$ cat config.mk
export PLATFORM = sky130hd
export DESIGN_NAME = cpu_seq_ctrl_flat
export DESIGN_NICKNAME = d
export VERILOG_FILES = /design/src/rtl/cpu_seq_ctrl_if.sv /design/src/rtl/cpu_seq_ctrl.sv /design/src/flat_wrapper.sv
export SDC_FILE = /design/constraint.sdc
export NUM_CORES = 1
export LEC_CHECK = 0
export BUFFER_PORTS_ARGS = -buffer_cell sky130_fd_sc_hd__buf_4
export CAP_MARGIN = 5
export CORE_MARGIN = 5
export CORE_UTILIZATION = 40
export CTS_BUF_LIST = sky130_fd_sc_hd__clkbuf_8
export DETAILED_ROUTE_END_ITERATION = 12
export PLACE_DENSITY_LB_ADDON = 0.05
export SYNTH_ARGS = -nofsm -noshare
export SYNTH_HDL_FRONTEND = slang
export SYNTH_SLANG_ARGS = --single-unit
$ cat constraint.sdc
create_clock -name clk -period 8.2 [get_ports clk]
set_clock_uncertainty 0.05 [all_clocks]
set_input_delay 0.82 -clock clk [delete_from_list [all_inputs] [get_ports clk]]
set_output_delay 0.82 -clock clk [all_outputs]
set_load 0.03 [all_outputs]
$ cat src/rtl/cpu_seq_ctrl_if.sv
// Data-memory request bus between the sequencer and data memory.
// Ports: master drives req/we/addr/wdata; slave drives rdata/ready.
interface cpu_seq_ctrl_if;
  logic        dmem_req;
  logic        dmem_we;
  logic [15:0] dmem_addr;
  logic [31:0] dmem_wdata;
  logic [31:0] dmem_rdata;
  logic        dmem_ready;

  modport master (
    output dmem_req, dmem_we, dmem_addr, dmem_wdata,
    input  dmem_rdata, dmem_ready
  );

  modport slave (
    input  dmem_req, dmem_we, dmem_addr, dmem_wdata,
    output dmem_rdata, dmem_ready
  );
endinterface

$ cat src/rtl/cpu_seq_ctrl.sv
// Multicycle sequencer: FETCH/DECODE/EXEC/MEM/WB/HALT, owns the PC.
// Ports: clk, rst (async high), imem_data, pc, ir, reg_ra*/reg_rd*,
//   alu_s1/s2, alu_dest, alu_pc_new, dmem (bus master), reg_we/wa/wdata,
//   halted, mem_err, state. Macro CPU_SEQ_PERF_EN adds cycle_cnt and
//   retired_cnt counters.
module cpu_seq_ctrl #(
  parameter logic [15:0] PC_RESET     = 16'h0000,
  parameter logic [5:0]  HALT_OPCODE  = 6'h3F,
  parameter int unsigned DMEM_TIMEOUT = 255
) (
  input  logic           clk,
  input  logic           rst,
  input  logic [31:0]    imem_data,
  output logic [15:0]    pc,
  output logic [31:0]    ir,
  output logic [4:0]     reg_ra1,
  output logic [4:0]     reg_ra2,
  input  logic [31:0]    reg_rd1,
  input  logic [31:0]    reg_rd2,
  output logic [31:0]    alu_s1,
  output logic [31:0]    alu_s2,
  input  logic [31:0]    alu_dest,
  input  logic [15:0]    alu_pc_new,
  cpu_seq_ctrl_if.master dmem,
  output logic           reg_we,
  output logic [4:0]     reg_wa,
  output logic [31:0]    reg_wdata,
  output logic           halted,
  output logic           mem_err,
  output logic [2:0]     state
`ifdef CPU_SEQ_PERF_EN
  ,
  output logic [31:0]    cycle_cnt,
  output logic [31:0]    retired_cnt
`endif
);

  typedef enum logic [2:0] {
    S_FETCH  = 3'd0,
    S_DECODE = 3'd1,
    S_EXEC   = 3'd2,
    S_MEM    = 3'd3,
    S_WB     = 3'd4,
    S_HALT   = 3'd5
  } st_e;

  localparam int TW  = (DMEM_TIMEOUT > 1) ?
                       $clog2(DMEM_TIMEOUT + 1) : 1;
  localparam int TW1 = TW + 1;

  st_e         st_q;
  logic [15:0] pc_q;
  logic [15:0] pcn_q;
  logic [31:0] ir_q;
  logic [31:0] s1_q;
  logic [31:0] s2_q;
  logic        req_q;
  logic        we_q;
  logic        reg_we_q;
  logic [4:0]  reg_wa_q;
  logic [31:0] reg_wdata_q;
  logic        halted_q;
  logic        mem_err_q;
  logic [TW-1:0] cnt_q;

  logic [5:0]  op;
  logic        is_mem;
  logic        is_br;
  logic        wb_en;
  logic [4:0]  wa_sel;
  logic [TW:0] cnt_inc;
  logic        tmo_hit;

  assign op      = ir_q[31:26];
  assign is_mem  = (op == 6'd5) || (op == 6'd6);
  assign is_br   = (op >= 6'd7) && (op <= 6'd15);
  assign cnt_inc = {1'b0, cnt_q} + TW1'(1);
  // A zero timeout never matches, so MEM waits forever.
  assign tmo_hit = (DMEM_TIMEOUT != 0) &&
                   (cnt_inc == TW1'(DMEM_TIMEOUT));

  always_comb begin
    wb_en  = 1'b0;
    wa_sel = ir_q[20:16];
    unique case (1'b1)
      (op == 6'd0): begin
        wb_en  = 1'b1;
        wa_sel = ir_q[15:11];
      end
      (op >= 6'd1 && op <= 6'd4): begin
        wb_en  = 1'b1;
        wa_sel = ir_q[25:21];
      end
      (op == 6'd16): begin
        wb_en  = 1'b1;
        wa_sel = ir_q[20:16];
      end
      default: ;
    endcase
  end

  always_ff @(posedge clk or posedge rst) begin
    if (rst) begin
      st_q        <= S_FETCH;
      pc_q        <= PC_RESET;
      pcn_q       <= '0;
      ir_q        <= '0;
      s1_q        <= '0;
      s2_q        <= '0;
      req_q       <= 1'b0;
      we_q        <= 1'b0;
      reg_we_q    <= 1'b0;
      reg_wa_q    <= '0;
      reg_wdata_q <= '0;
      halted_q    <= 1'b0;
      mem_err_q   <= 1'b0;
      cnt_q       <= '0;
    end else begin
      reg_we_q <= 1'b0;
      unique case (st_q)
        S_FETCH: begin
          ir_q <= imem_data;
          st_q <= S_DECODE;
        end
        S_DECODE: begin
          s1_q <= reg_rd1;
          s2_q <= reg_rd2;
          if (op == HALT_OPCODE) begin
            st_q     <= S_HALT;
            halted_q <= 1'b1;
          end else begin
            st_q <= S_EXEC;
          end
        end
        S_EXEC: begin
          pcn_q       <= alu_pc_new;
          reg_wdata_q <= alu_dest;
          if (is_mem) begin
            st_q  <= S_MEM;
            req_q <= 1'b1;
            we_q  <= (op == 6'd6);
            cnt_q <= '0;
          end else begin
            st_q     <= S_WB;
            reg_we_q <= wb_en;
            reg_wa_q <= wa_sel;
          end
        end
        S_MEM: begin
          if (dmem.dmem_ready) begin
            req_q <= 1'b0;
            we_q  <= 1'b0;
            cnt_q <= '0;
            st_q  <= S_WB;
            if (op == 6'd5) begin
              reg_we_q    <= 1'b1;
              reg_wa_q    <= ir_q[20:16];
              reg_wdata_q <= dmem.dmem_rdata;
            end
          end else if (tmo_hit) begin
            req_q     <= 1'b0;
            we_q      <= 1'b0;
            cnt_q     <= '0;
            mem_err_q <= 1'b1;
            halted_q  <= 1'b1;
            st_q      <= S_HALT;
          end else begin
            cnt_q <= cnt_inc[TW-1:0];
          end
        end
        S_WB: begin
          // Branch/jump only redirects when the target differs.
          if (is_br && (pcn_q != pc_q))
            pc_q <= pcn_q;
          else
            pc_q <= pc_q + 16'd1;
          st_q <= S_FETCH;
        end
        S_HALT: st_q <= S_HALT;
        default: begin
          st_q  <= S_FETCH;
          req_q <= 1'b0;
          we_q  <= 1'b0;
        end
      endcase
    end
  end

`ifdef CPU_SEQ_PERF_EN
  logic [31:0] cyc_q;
  logic [31:0] ret_q;

  always_ff @(posedge clk or posedge rst) begin
    if (rst) begin
      cyc_q <= '0;
      ret_q <= '0;
    end else begin
      if ((st_q != S_HALT) && (cyc_q != '1))
        cyc_q <= cyc_q + 32'd1;
      if ((st_q == S_WB) && (ret_q != '1))
        ret_q <= ret_q + 32'd1;
    end
  end

  assign cycle_cnt   = cyc_q;
  assign retired_cnt = ret_q;
`endif

  assign pc              = pc_q;
  assign ir              = ir_q;
  assign reg_ra1         = ir_q[25:21];
  assign reg_ra2         = ir_q[20:16];
  assign alu_s1          = s1_q;
  assign alu_s2          = s2_q;
  assign dmem.dmem_req   = req_q;
  assign dmem.dmem_we    = we_q;
  assign dmem.dmem_addr  = s1_q[15:0] + ir_q[15:0];
  assign dmem.dmem_wdata = s2_q;
  assign reg_we          = reg_we_q;
  assign reg_wa          = reg_wa_q;
  assign reg_wdata       = reg_wdata_q;
  assign halted          = halted_q;
  assign mem_err         = mem_err_q;
  assign state           = st_q;

endmodule

$ cat src/flat_wrapper.sv
// flat-port wrapper written by rule: the top's interface ports become plain ports
module cpu_seq_ctrl_flat 
#(
  parameter logic [15:0] PC_RESET     = 16'h0000,
  parameter logic [5:0]  HALT_OPCODE  = 6'h3F,
  parameter int unsigned DMEM_TIMEOUT = 255
)
  (clk, rst, imem_data, pc, ir, reg_ra1, reg_ra2, reg_rd1, reg_rd2, alu_s1, alu_s2, alu_dest, alu_pc_new, reg_we, reg_wa, reg_wdata, halted, mem_err, state, dmem_dmem_req, dmem_dmem_we, dmem_dmem_addr, dmem_dmem_wdata, dmem_dmem_rdata, dmem_dmem_ready);
  cpu_seq_ctrl_if dmem_i ();
  input  logic clk;
  input  logic rst;
  input  logic [31:0] imem_data;
  output logic [15:0] pc;
  output logic [31:0] ir;
  output logic [4:0] reg_ra1;
  output logic [4:0] reg_ra2;
  input  logic [31:0] reg_rd1;
  input  logic [31:0] reg_rd2;
  output logic [31:0] alu_s1;
  output logic [31:0] alu_s2;
  input  logic [31:0] alu_dest;
  input  logic [15:0] alu_pc_new;
  output logic reg_we;
  output logic [4:0] reg_wa;
  output logic [31:0] reg_wdata;
  output logic halted;
  output logic mem_err;
  output logic [2:0] state;
  output wire logic [$bits(dmem_i.dmem_req)-1:0] dmem_dmem_req;
  output wire logic [$bits(dmem_i.dmem_we)-1:0] dmem_dmem_we;
  output wire logic [$bits(dmem_i.dmem_addr)-1:0] dmem_dmem_addr;
  output wire logic [$bits(dmem_i.dmem_wdata)-1:0] dmem_dmem_wdata;
  input wire logic [$bits(dmem_i.dmem_rdata)-1:0] dmem_dmem_rdata;
  input wire logic [$bits(dmem_i.dmem_ready)-1:0] dmem_dmem_ready;
  assign dmem_dmem_req = dmem_i.dmem_req;
  assign dmem_dmem_we = dmem_i.dmem_we;
  assign dmem_dmem_addr = dmem_i.dmem_addr;
  assign dmem_dmem_wdata = dmem_i.dmem_wdata;
  assign dmem_i.dmem_rdata = dmem_dmem_rdata;
  assign dmem_i.dmem_ready = dmem_dmem_ready;
  cpu_seq_ctrl #(.PC_RESET(PC_RESET), .HALT_OPCODE(HALT_OPCODE), .DMEM_TIMEOUT(DMEM_TIMEOUT)) u_core (.clk(clk), .rst(rst), .imem_data(imem_data), .pc(pc), .ir(ir), .reg_ra1(reg_ra1), .reg_ra2(reg_ra2), .reg_rd1(reg_rd1), .reg_rd2(reg_rd2), .alu_s1(alu_s1), .alu_s2(alu_s2), .alu_dest(alu_dest), .alu_pc_new(alu_pc_new), .dmem(dmem_i), .reg_we(reg_we), .reg_wa(reg_wa), .reg_wdata(reg_wdata), .halted(halted), .mem_err(mem_err), .state(state));
endmodule
Word-level counts from Yosys, hierarchy flattened

Index checks and enable logic that the tools add are counted.

Register bits after elaboration: 181
Input bits: 179
Output and inout bits: 215
Word-level logic and storage cells: 91

$add $sub $neg: 3
$lt $le $gt $ge: 4
Equal/unequal tests: 19
Mux-type cells: 33
Bitwise logic cells: 2
Reduce and logical (&&, ||, !) cells: 16

Operator list:

| operator                | count |
|---|---|
| $mux W32                | 2 |
| $pmux W32 S2            | 1 |
| $mux W8                 | 3 |
| $pmux W5 S2             | 2 |
| $add A16 B1 Y16 const B | 1 |
| $add A16 B16 Y16        | 1 |
| $mux W16                | 1 |
| $ne A16 B16 Y1          | 1 |
| $pmux W8 S2             | 1 |
| $mux W5                 | 3 |
| $pmux W3 S5             | 1 |
| $eq A6 B3 Y1 const B    | 2 |
| $mux W3                 | 4 |
| $mux W1                 | 11 |
| $add A8 B1 Y9 const B   | 1 |
| $eq A9 B8 Y1 const B    | 1 |
| $reduce_and A3 Y1       | 3 |
| $ne A2 B1 Y1 const B    | 4 |
| $reduce_and A4 Y1       | 2 |
| $eq A3 B2 Y1 const B    | 2 |
| $eq A3 B3 Y1 const B    | 2 |
| $eq A6 B5 Y1 const B    | 1 |
| $eq A6 B6 Y1 const B    | 1 |
| $ge A6 B1 Y1 const B    | 1 |
| other kinds (17)        | 25 |

Depth between registers and ports, before layout

Gate-level depths: netlist of the first run.

Word-level depth: 6
Depth in mapped cells: 9

Worst setup path after synthesis of the first run

Ideal clock, no wire load.

Path kind: reg-to-output
Start point: reg u_core.ir_q[1] (netlist: u_core.ir[1])
End point: out dmem_dmem_addr[13]
Arrival: 2.869 ns
Required time: 7.330 ns
Path slack: 4.461 ns
Stages on the path, launching flop included: 7
Path buffers: 0
Cell sequence: dfrtp_1 ha_1 a211oi_1 nor2_1 o21ai_0 o21ai_0 o311ai_0

Cells in the longest elaborated chain, start to end: 1

RTL lines:

| what                   | RTL line            | RTL |
|---|---|---|
| start, declared        | cpu_seq_ctrl.sv:54  | `logic [31:0] ir_q;` |
| start signal, assigned | cpu_seq_ctrl.sv:122 | `ir_q <= imem_data;` |
| $add A16 B16 Y16       | cpu_seq_ctrl.sv:217 | `assign dmem.dmem_addr = s1_q[15:0] + ir_q[15:0];` |
| end, declared          | flat_wrapper.sv:31  | `output wire logic [$bits(dmem_i.dmem_addr)-1:0] dmem_dmem_addr;` |

Every way passes these cells.

Worst setup path after layout of the first run

Same ends and word-level chain as after synthesis.

==> results of run 1 <==
==> cell families after synthesis <==
kind of cell	count (synthesis)
buffers and inverters	102
AND/OR/NAND/NOR	216
adder cells (fa/ha/maj)	20
flip-flops	181
AO/OA/AOI/OAI	170
XOR/XNOR	32
multiplexers	133
==> where the power goes <==
part	total, mW	switching (mW)	internal, mW
clock	0.639	0.379	0.260
combinational	4.25	2.56	1.70
sequential	1.77	0.454	1.32
==> worst max-delay path, delay by kind of cell (launching register included) <==
| kind | cells | cell delay [ns] |
|---|---|---|
| and+or+nand+nor | 1 | 0.12 |
| adders and majority gates | 1 | 0.31 |
| DFF | 1 | 0.41 |
| AOI/OAI and AO/OA | 4 | 1.47 |
| buffers and inverters | 1 | 0.26 |
==> sequential cells by signal, summed over array words and instances, names as in the netlist, 3 cells and up <==
| name | count |
|---|---|
| u_core.cnt_q | 8 |
| u_core.alu_s2 | 32 |
| u_core.pcn_q | 16 |
| u_core.state | 3 |
| u_core.pc | 16 |
| u_core.alu_s1 | 32 |
| u_core.ir | 32 |
| u_core.reg_wa | 5 |
| u_core.reg_wdata | 32 |
==> cells in the mapped netlist, drive strengths merged, types with 3 or more instances <==
master / count / area share
dfrtp: 181 / 0.49
nand2: 111 / 0.045
mux2: 98 / 0.12
buf: 65 / 0.050
o21ai: 64 / 0.035
mux2i: 35 / 0.038
a21oi: 27 / 0.015
nor2: 24 / 0.010
xnor2: 24 / 0.025
clkbuf: 19 / 0.0077
ha: 18 / 0.024
inv: 18 / 0.0073
a21o: 14 / 0.011
nor3: 14 / 0.0076
nand3: 12 / 0.0065
nand4: 11 / 0.0081
o22ai: 11 / 0.0074
a211oi: 10 / 0.0086
and3: 10 / 0.0069
nand2b: 9 / 0.0069
xor2: 8 / 0.0076
a22oi: 7 / 0.0057
a31oi: 6 / 0.0040
and2: 5 / 0.0035
a211o: 4 / 0.0038
or2: 4 / 0.0030
or3: 4 / 0.0028
a31o: 3 / 0.0028
o21a: 3 / 0.0024
==> worst max path at each step <==
| stage | startpoint | to | slack [ns] | cells after the start |
|---|---|---|---|---|
| floorplan | rst | u_core.alu_s1[0]$_DFFE_PP0N_ | 2.41 | 1 |
| global placement | u_core.ir[1]$_DFFE_PP0P_ | dmem_dmem_addr[13] | 4.86 | 7 |
| detailed placement | u_core.ir[1]$_DFFE_PP0P_ | dmem_dmem_addr[13] | 4.82 | 7 |
| CTS | u_core.ir[1]$_DFFE_PP0P_ | dmem_dmem_addr[13] | 4.26 | 7 |
| global route | u_core.ir[1]$_DFFE_PP0P_ | dmem_dmem_addr[13] | 4.04 | 7 |
| finish | u_core.ir[1]$_DFFE_PP0P_ | dmem_dmem_addr[13] | 4.29 | 7 |
==> metrics by stage <==
stage	power (mW)	utilization
3_3_place_gp	6.050	0.5333
4_1_cts	6.737	0.5520
2_1_floorplan	4.642	-
5_1_grt	7.075	0.5520
6_report	6.665	0.5520
3_5_place_dp	6.078	0.5333
==> layer usage <==
metal	vias up	global-route usage
met1	3699	0.2615
met3	16	0.07841
met2	237	0.3763
li1	3657	-
met4	2	0.04075
met5	-	0
==> area by class of cell <==
type | count | area (sq um)
fill | 2087 | 10170
sequential | 181 | 4529
multi-input combinational | 571 | 4155
timing repair buffer | 399 | 2995
tap | 285 | 356.6
clock buffer | 17 | 234.0
clock inverter | 15 | 188.9
inverter | 18 | 75.07
==> metrics.yaml, run 1 <==
run_status:
  status: "finished, final reports clean"
die:
  die_area_sq_um: 26340
  rows: 55
  initial_core_util: 0.4085
  core_sq_um: 22710
  die_h_microns: 162.3
  fp.dieW_microns: 162.3
  pin_count: 394
sta:
  hold_viol: 0
  setup_slack_ns: 4.293
  worst_slew_pin_slew_ns: 0.9858
  slew_headroom: 0.3428
  period_share: 0.4764
  setup_violations: 0
  tns_ns: 0
  period_minus_slack_ns: 3.907
  rsz0062_at_grt: "false"
  max_freq_mhz: 256.0
  drv_slew: 0
  worst_hold_slack_ns: 0.4279
worst_setup_path:
  crit_top_cell: "o21ai_0"
  path_cells: "ha_1 -> a211oi_1 -> nor2_1 -> o21ai_0 -> o21ai_0 -> o311ai_0 -> buf_4"
  critPathMaxFanout: 4
  reg2reg_depth: 3
  slowest_stage: "o311ai_0"
  critPathMaxStageDelay_ns: 0.54
  required_ns: 7.33
  rrSetupSlack_ns: 5.44
  timing.rr.start: "u_core.state[1]$_DFFE_PP0P_"
  timing.rr.end: "u_core.alu_s1[11]$_DFFE_PP0N_"
  endpoint_kind: "output pin"
  cp_data_arrival_time_ns: 3.04
  start_kind: "flop"
  worstSetupPathType: "flop to output pin"
clocking:
  clkLatencyLatePin_ns: 0.46
  post-cts-setup-buffers: 0
  cts_resized: 0
  cts_buffers: 17
  tritoncts: "done"
  cts_max_level: 4
  clk_transition_reported_paths_ns: 0.12
  cts.path.max_buffers: 2
  cts_root_buffer: "clkbuf_8"
  clock_sinks: 181
  cts_hold_buf: 0
routing:
  drcViolationCount: 0
  met1_length_microns: 11560
  wl_per_cell_microns: 19.86
  routed_wl_microns: 29510
  via_count: 7611
  met3_length_microns: 2337
  viasPerCell: 5.122
  firstDrtPassIters: 5
  met2_length_microns: 15320
  dr.first_iter.drc_count: 426
  top_layer_used: "met5"
  final_antenna_net_count: 0
cells_and_area:
  final_common_cell: "buf_4"
  syn_to_final_growth_pct: 35.10
  drive_gt1_frac: 0.4588
  final_cell_mix: "buf_4, dfrtp_1, nand2_1"
  antenna_cells: 0
  final_area_sq_um: 12530
  stdcell_count: 1486
  nNetsFinal: 1386
placed_design:
  dpl_cell_area_sq_um: 12110
  port_buffers: 393
  gp_congestion: 0.8014
  hpwl_microns: 22510
  place_ws_ns: 4.815
  dp.cells: 1454
synth:
  synth_area_per_cell_sq_um: 10.86
  synth_compound_area_frac: 0.1153
  synth-edff-count: 0
  synth_fa_ha_area_frac: 0.02751
  muxShareOfSynthArea: 0.1567
  ys.flop_type: "dfrtp_1"
  synth_xor_xnor_area_share: 0.03223
  synth_area_sq_um: 9278
  synth_top_family_by_area: "multiplexers"
  ys_types: 71
  yosysSeqAreaShare: 0.4882
  synthCells: 854
  synthSimpleGateAreaFrac: 0.1149
  synth_seq_cells: 181
  ys_async_sr_fraction: 1.000
  synth_nets: 1052
  yosysWarnings: 0
global_route:
  overflow: 0
  grt_usage: 0.2167
  grt_pass1_wl_microns: 44620
  antenna_found_initial: 1
  grt_pass1_vias: 7710
  grt_max_degree: 107
min_path:
  hold_class: "input port to async pin"
power:
  p_leak_nw: 6.217
  power-per-cell-area_nw_per_um2: 531.7
  ir_drop_uv: 562.0
job:
  cap_viol_max_count: 0
No activity file was read; power rests on OpenSTA's default activity.
==> run 2: changes to the inputs <==
Settings changed: ABC_AREA from default to 1.
Clock period 8.2 ns to 3.5 ns, I/O delays scaled along.
==> run 2 against run 1 <==
Critical path depth increased by 5. First-iteration DRC count rose by 25%. Sequential share of layout area is 2.0 points lower. Final cell count up 25%. Via count rose by 15%. Die area up 3.0%. Largest power group unchanged.
==> metrics.yaml, run 2 <==
sta:
  drv_slew: 0
  tns_ns: 0
  worst_slew_pin_slew_ns: 1.016
  worst_hold_slack_ns: 0.01201
  max_freq_mhz: 314.4
  period_share: 0.9086
  slew_headroom: 0.3200
  setup_violations: 0
  rsz0062_at_grt: "false"
  hold_viol: 0
  period_minus_slack_ns: 3.180
synth:
  yosysWarnings: 0
  synthCells: 1152
  ys_async_sr_fraction: 1.000
  yosysSeqAreaShare: 0.4728
  synth_top_cells_by_count: "nand2_1, dfrtp_1, inv_1"
  synth_area_sq_um: 9579
  synth_area_leaders: "dfrtp_1, nand2_1, nand3_1"
  ys_types: 40
  ys.flop_type: "dfrtp_1"
  synth_area_per_cell_sq_um: 8.315
  synth_top_area_share: 0.4728
  synth_nets: 1350
  synth_area_leader_cell: "dfrtp_1"
  synth_seq_cells: 181
  synth.most_common_cell: "nand2_1"
  synth-edff-count: 0
power:
  internal_power_mw: 7.074
  power_mw: 15.20
  ir_drop_uv: 629.7
  pwr-share-comb: 0.642
  clock_power_share: 0.094
  p_leak_nw: 6.946
  sw_frac_of_total: 0.5347
  power.share.sequential: 0.264
  switchingPower_mw: 8.128
  power-per-cell-area_nw_per_um2: 1147
clocking:
  post-cts-setup-buffers: 0
  tritoncts: "done"
  cts_max_level: 4
  cts_resized: 0
  cts_buffers: 17
  cts_root_buffer: "clkbuf_8"
  clk_transition_reported_paths_ns: 0.12
  clkLatencyLatePin_ns: 0.46
  clock_sinks: 181
  cts.path.max_buffers: 2
cells_and_area:
  final_common_cell: "nand2_1"
  nNetsFinal: 1722
  syn_to_final_growth_pct: 38.41
  final_core_util: 0.5632
  drive_gt1_frac: 0.3364
  final_cell_mix: "nand2_1, buf_4, dfrtp_1"
routing:
  wl_per_cell_microns: 16.95
  routed_wl_microns: 31490
  final_antenna_net_count: 0
  viasPerCell: 4.726
  drcViolationCount: 0
  dr.first_iter.drc_count: 531
  via_count: 8781
  firstDrtPassIters: 6
worst_setup_path:
  worstSetupPathType: "flop to output pin"
  cp_data_arrival_time_ns: 2.78
  timing.rr.start: "u_core.ir[31]$_DFFE_PP0P_"
  required_ns: 3.10
  critPathMaxFanout: 3
  rrSetupSlack_ns: 0.85
  timing.rr.end: "u_core.reg_wa[1]$_DFFE_PP0P_"
  start_kind: "flop"
  endpoint_kind: "output pin"
  reg2reg_depth: 10
run_status:
  status: "finished, final reports clean"
min_path:
  hold_class: "input port to async pin"
die:
  pin_count: 394
  die_area_sq_um: 27140
  initial_core_util: 0.4069
  core_sq_um: 23540
  rows: 56
  die_h_microns: 164.8
  fp.dieW_microns: 164.8
placed_design:
  gp_congestion: 0.8623
  port_buffers: 393
  hpwl_microns: 23810
global_route:
  overflow: 0
  grt_pass1_wl_microns: 47850
  grt_pass1_vias: 8838
  grt_max_degree: 67
  grt_usage: 0.2270
  antenna_found_initial: 2
job:
  cap_viol_max_count: 0
-- run 2: what timing repair did --
item	4_1_cts	5_1_grt
endpoints found under the setup margin	0	0
hold buffers	34	1
hold endpoints to repair	34	1
-- run 2: cell type report --
class	count	area, sq um
Sequential cell	181	4529
Antenna cell	2	5.005
Clock inverter	14	140.1
Tap cell	319	399.1
Clock buffer	18	247.7
Inverter	83	317.8
Timing Repair Buffer	437	3406
Fill cell	2276	10280
Multi-Input combinational cell	804	4214
-- run 2: how the worst max path moves through the flow --
stage / from / end / slack, ns / cells after the start
detailed placement: u_core.ir[31]$_DFFE_PP0P_ / u_core.reg_wa[1]$_DFFE_PP0P_ / 0.82 / 10
global route: u_core.alu_s1[0]$_DFFE_PP0N_ / dmem_dmem_addr[10] / 0.07 / 12
finish: u_core.alu_s1[0]$_DFFE_PP0N_ / dmem_dmem_addr[10] / 0.32 / 12
global placement: u_core.ir[31]$_DFFE_PP0P_ / u_core.reg_wa[1]$_DFFE_PP0P_ / 0.89 / 10
floorplan: u_core.alu_s1[0]$_DFFE_PP0N_ / dmem_dmem_addr[8] / 0.75 / 8
CTS: u_core.alu_s1[0]$_DFFE_PP0N_ / dmem_dmem_addr[10] / 0.29 / 12
-- run 2: routing by layer --
layer | share of wire | GRT usage | vias up | wire length [microns]
li1 | - | - | 4377 | -
met1 | 0.39 | 0.2706 | 4122 | 12360
met2 | 0.52 | 0.4001 | 248 | 16500
met3 | 0.065 | 0.06314 | 34 | 2040
met4 | 0.018 | 0.06616 | 0 | 582
met5 | 0 | 0 | - | 0
-- run 2: through the flow --
step / area (sq um) / setup WS [ns] / instances
after floorplan: 9583 / 0.7477 / 1152
after global placement: 12520 / 0.8935 / 1789
after detailed placement: 12520 / 0.8224 / 1789
after CTS: 13240 / 0.2913 / 1855
after global routing: 13260 / 0.06513 / 1858
final: 13260 / 0.3198 / 1858
-- run 2: power by group through the flow --
stage | Sequential [mW] | Combinational [mW] | Clock, mW
floorplan | 5.48 | 5.03 | 0
global placement | 4.03 | 9.79 | 0
detailed placement | 4.03 | 9.85 | 0
CTS | 4.02 | 9.89 | 1.47
global route | 4.16 | 10.6 | 1.55
finish | 4.02 | 9.76 | 1.42
-- run 2: worst max-delay path, cell delays in order (launching register included) --
cell and delay (ns):
dfrtp_1 0.39, ha_1 0.18, inv_1 0.08, fa_1 0.39
nand3b_1 0.16, nand2_1 0.16, a21boi_0 0.20, o21ai_0 0.29
nand2_1 0.11, nand2_1 0.07, nand2_1 0.05, nand2_1 0.05
buf_4 0.16
-- run 2: logic make-up (layout without fill, tap and decap cells) --
logic type               count (synthesis)  in the layout  share of synthesized area
flip-flops                             181            181                     0.4728
AND/OR/NAND/NOR                        608            608                     0.2683
other                                    0              2                          0
multiplexers                            22             22                    0.02586
XOR/XNOR                                37             37                    0.03383
buffers and inverters                  167            552                    0.08895
adder cells (fa/ha/maj)                 19             19                    0.02560
AO/OA/AOI/OAI                          118            118                    0.08464
==> run 3: changes to the inputs <==
Settings changed: CORE_UTILIZATION 40 to 45.
==> run 3 against run 2 <==
Non-clock buffer count decreased by 3. Final cell count is 2.5% lower. Sequential share of layout area grew 0.21 points. Largest cell class unchanged. Highest routed layer unchanged. Combinational power hardly changed. Die area down 10%. Count of clock-buffer cells in the layout is 1 lower. First-iteration DRC count grew 7.0%. Via count grew 1.2%. Routed wire length is 0.35% lower. Fmax up 1.7%. Register-to-register slack about the same.
==> metrics.yaml, run 3 (synthesis gave the netlist of run 2 again) <==
die:
  core_sq_um: 21020
  die_h_microns: 155.9
  initial_core_util: 0.4557
  die_area_sq_um: 24300
  pin_count: 394
  fp.dieW_microns: 155.9
  rows: 53
clocking:
  cts_max_level: 4
  clock_sinks: 181
  cts_buffers: 17
  clk_transition_reported_paths_ns: 0.11
  cts.path.max_buffers: 2
  post-cts-setup-buffers: 0
  clkLatencyLatePin_ns: 0.47
  cts_resized: 0
  tritoncts: "done"
  cts_root_buffer: "clkbuf_8"
worst_setup_path:
  slowest_stage: "dfrtp_1"
  endpoint_kind: "output pin"
  crit_top_cell: "nand2_1"
  critPathMaxStageDelay_ns: 0.39
  required_ns: 3.10
  start_kind: "flop"
  worstSetupPathType: "flop to output pin"
  critPathMaxFanout: 3
  path_cells: "ha_1 -> inv_1 -> fa_1 -> nand3b_1 -> nand2_1 -> a21boi_0 -> o21ai_0 -> nand2_1 -> nand2_1 -> nand2_1 -> nand2_1 -> buf_4"
  cp_data_arrival_time_ns: 2.73
job:
  cap_viol_max_count: 0
sta:
  period_share: 0.8937
  max_freq_mhz: 319.7
  worst_hold_slack_ns: 0.02767
  setup_slack_ns: 0.3719
  rsz0062_at_grt: "false"
  setup_violations: 0
  drv_slew: 0
  hold_viol: 0
  period_minus_slack_ns: 3.128
  worst_slew_pin_slew_ns: 0.7544
  slew_headroom: 0.4971
  tns_ns: 0
global_route:
  grt_pass1_wl_microns: 47840
  grt-busiest-layer: "met2"
  grt_max_degree: 126
  grt_pass1_vias: 8703
  use_met3: 0.07268
  use_met1: 0.3122
  grt_usage: 0.2500
  met2_usage: 0.4235
  overflow: 0
  antenna_found_initial: 1
placed_design:
  place_ws_ns: 0.8614
  hpwl_microns: 23430
  port_buffers: 393
  gp_congestion: 0.8447
  dpl_cell_area_sq_um: 12440
  dp.cells: 1746
cells_and_area:
  final_cell_mix: "nand2_1, buf_4, dfrtp_1"
  final_area_sq_um: 13180
  syn_to_final_growth_pct: 37.58
  final_core_util: 0.6269
  nNetsFinal: 1719
  drive_gt1_frac: 0.3377
  stdcell_count: 1811
  multi_input_comb_area_sq_um: 4214
  final_common_cell: "nand2_1"
  n_fill_cell: 1878
  seqCellArea_sq_um: 4529
routing:
  drcViolationCount: 0
  dr.first_iter.drc_count: 568
  final_antenna_net_count: 0
  wl_per_cell_microns: 17.33
  via_count: 8885
  routed_wl_microns: 31380
  viasPerCell: 4.906
  firstDrtPassIters: 5
power:
  power-per-cell-area_nw_per_um2: 1161
  power_mw: 15.30
  p_leak_nw: 6.939
  ir_drop_uv: 653.8
min_path:
  hold_class: "input port to flop"
run_status:
  status: "finished, final reports clean"
-- run 3: power by group --
group	internal [mW]	total, mW	switching (mW)
registers	3.09	4.03	0.939
logic	3.45	9.76	6.32
clock network	0.614	1.51	0.901
total	7.15	15.3	8.16
-- run 3: worst max-delay path: cells and delay by family (launching register included) --
kind                       cells  cell delay, ns
adders and majority gates      2            0.57
and+or+nand+nor                6            0.59
buffers and inverters          2            0.23
DFF                            1            0.39
AOI/OAI and AO/OA              2            0.47
-- run 3: what timing repair did --
| action | 4_1_cts | 5_1_grt |
|---|---|---|
| endpoints found under the setup margin | 0 | 0 |
| hold buffers | 21 | 10 |
| hold endpoints to repair | 40 | 10 |
-- run 3: final cells by class --
| type | instances | share of cell area |
|---|---|---|
| Antenna cell | 2 | 0.0003798 |
| Clock buffer | 17 | 0.01775 |
| Clock inverter | 15 | 0.01415 |
| Inverter | 83 | 0.02411 |
| Multi-Input combinational cell | 804 | 0.3198 |
| Sequential cell | 181 | 0.3437 |
| Tap cell | 275 | 0.02611 |
| Timing Repair Buffer | 434 | 0.2541 |
-- run 3: worst paths after layout --
check / slack (ns) / cells after the start / endpoint / startpoint
max: 0.37 / 12 / dmem_dmem_addr[10] / u_core.alu_s1[0]$_DFFE_PP0N_
min: 0.03 / 3 / u_core.alu_s1[6]$_DFFE_PP0N_ / reg_rd1[6]
max reg2reg: 0.84 / 10 / u_core.reg_wa[1]$_DFFE_PP0P_ / u_core.ir[31]$_DFFE_PP0P_
min reg2reg: 0.44 / 1 / u_core.halted$_DFFE_PP0P_ / u_core.halted$_DFFE_PP0P_
max in group asynchronous: 1.91 / 4 / u_core.ir[26]$_DFFE_PP0P_ / rst
min in group asynchronous: 0.42 / 3 / u_core.pcn_q[2]$_DFFE_PP0P_ / rst
-- run 3: metal layers --
metal,wire length [microns],up-vias
li1,-,4367
met5,0,-
met4,611,0
met3,2057,34
met1,12460,4221
met2,16250,263
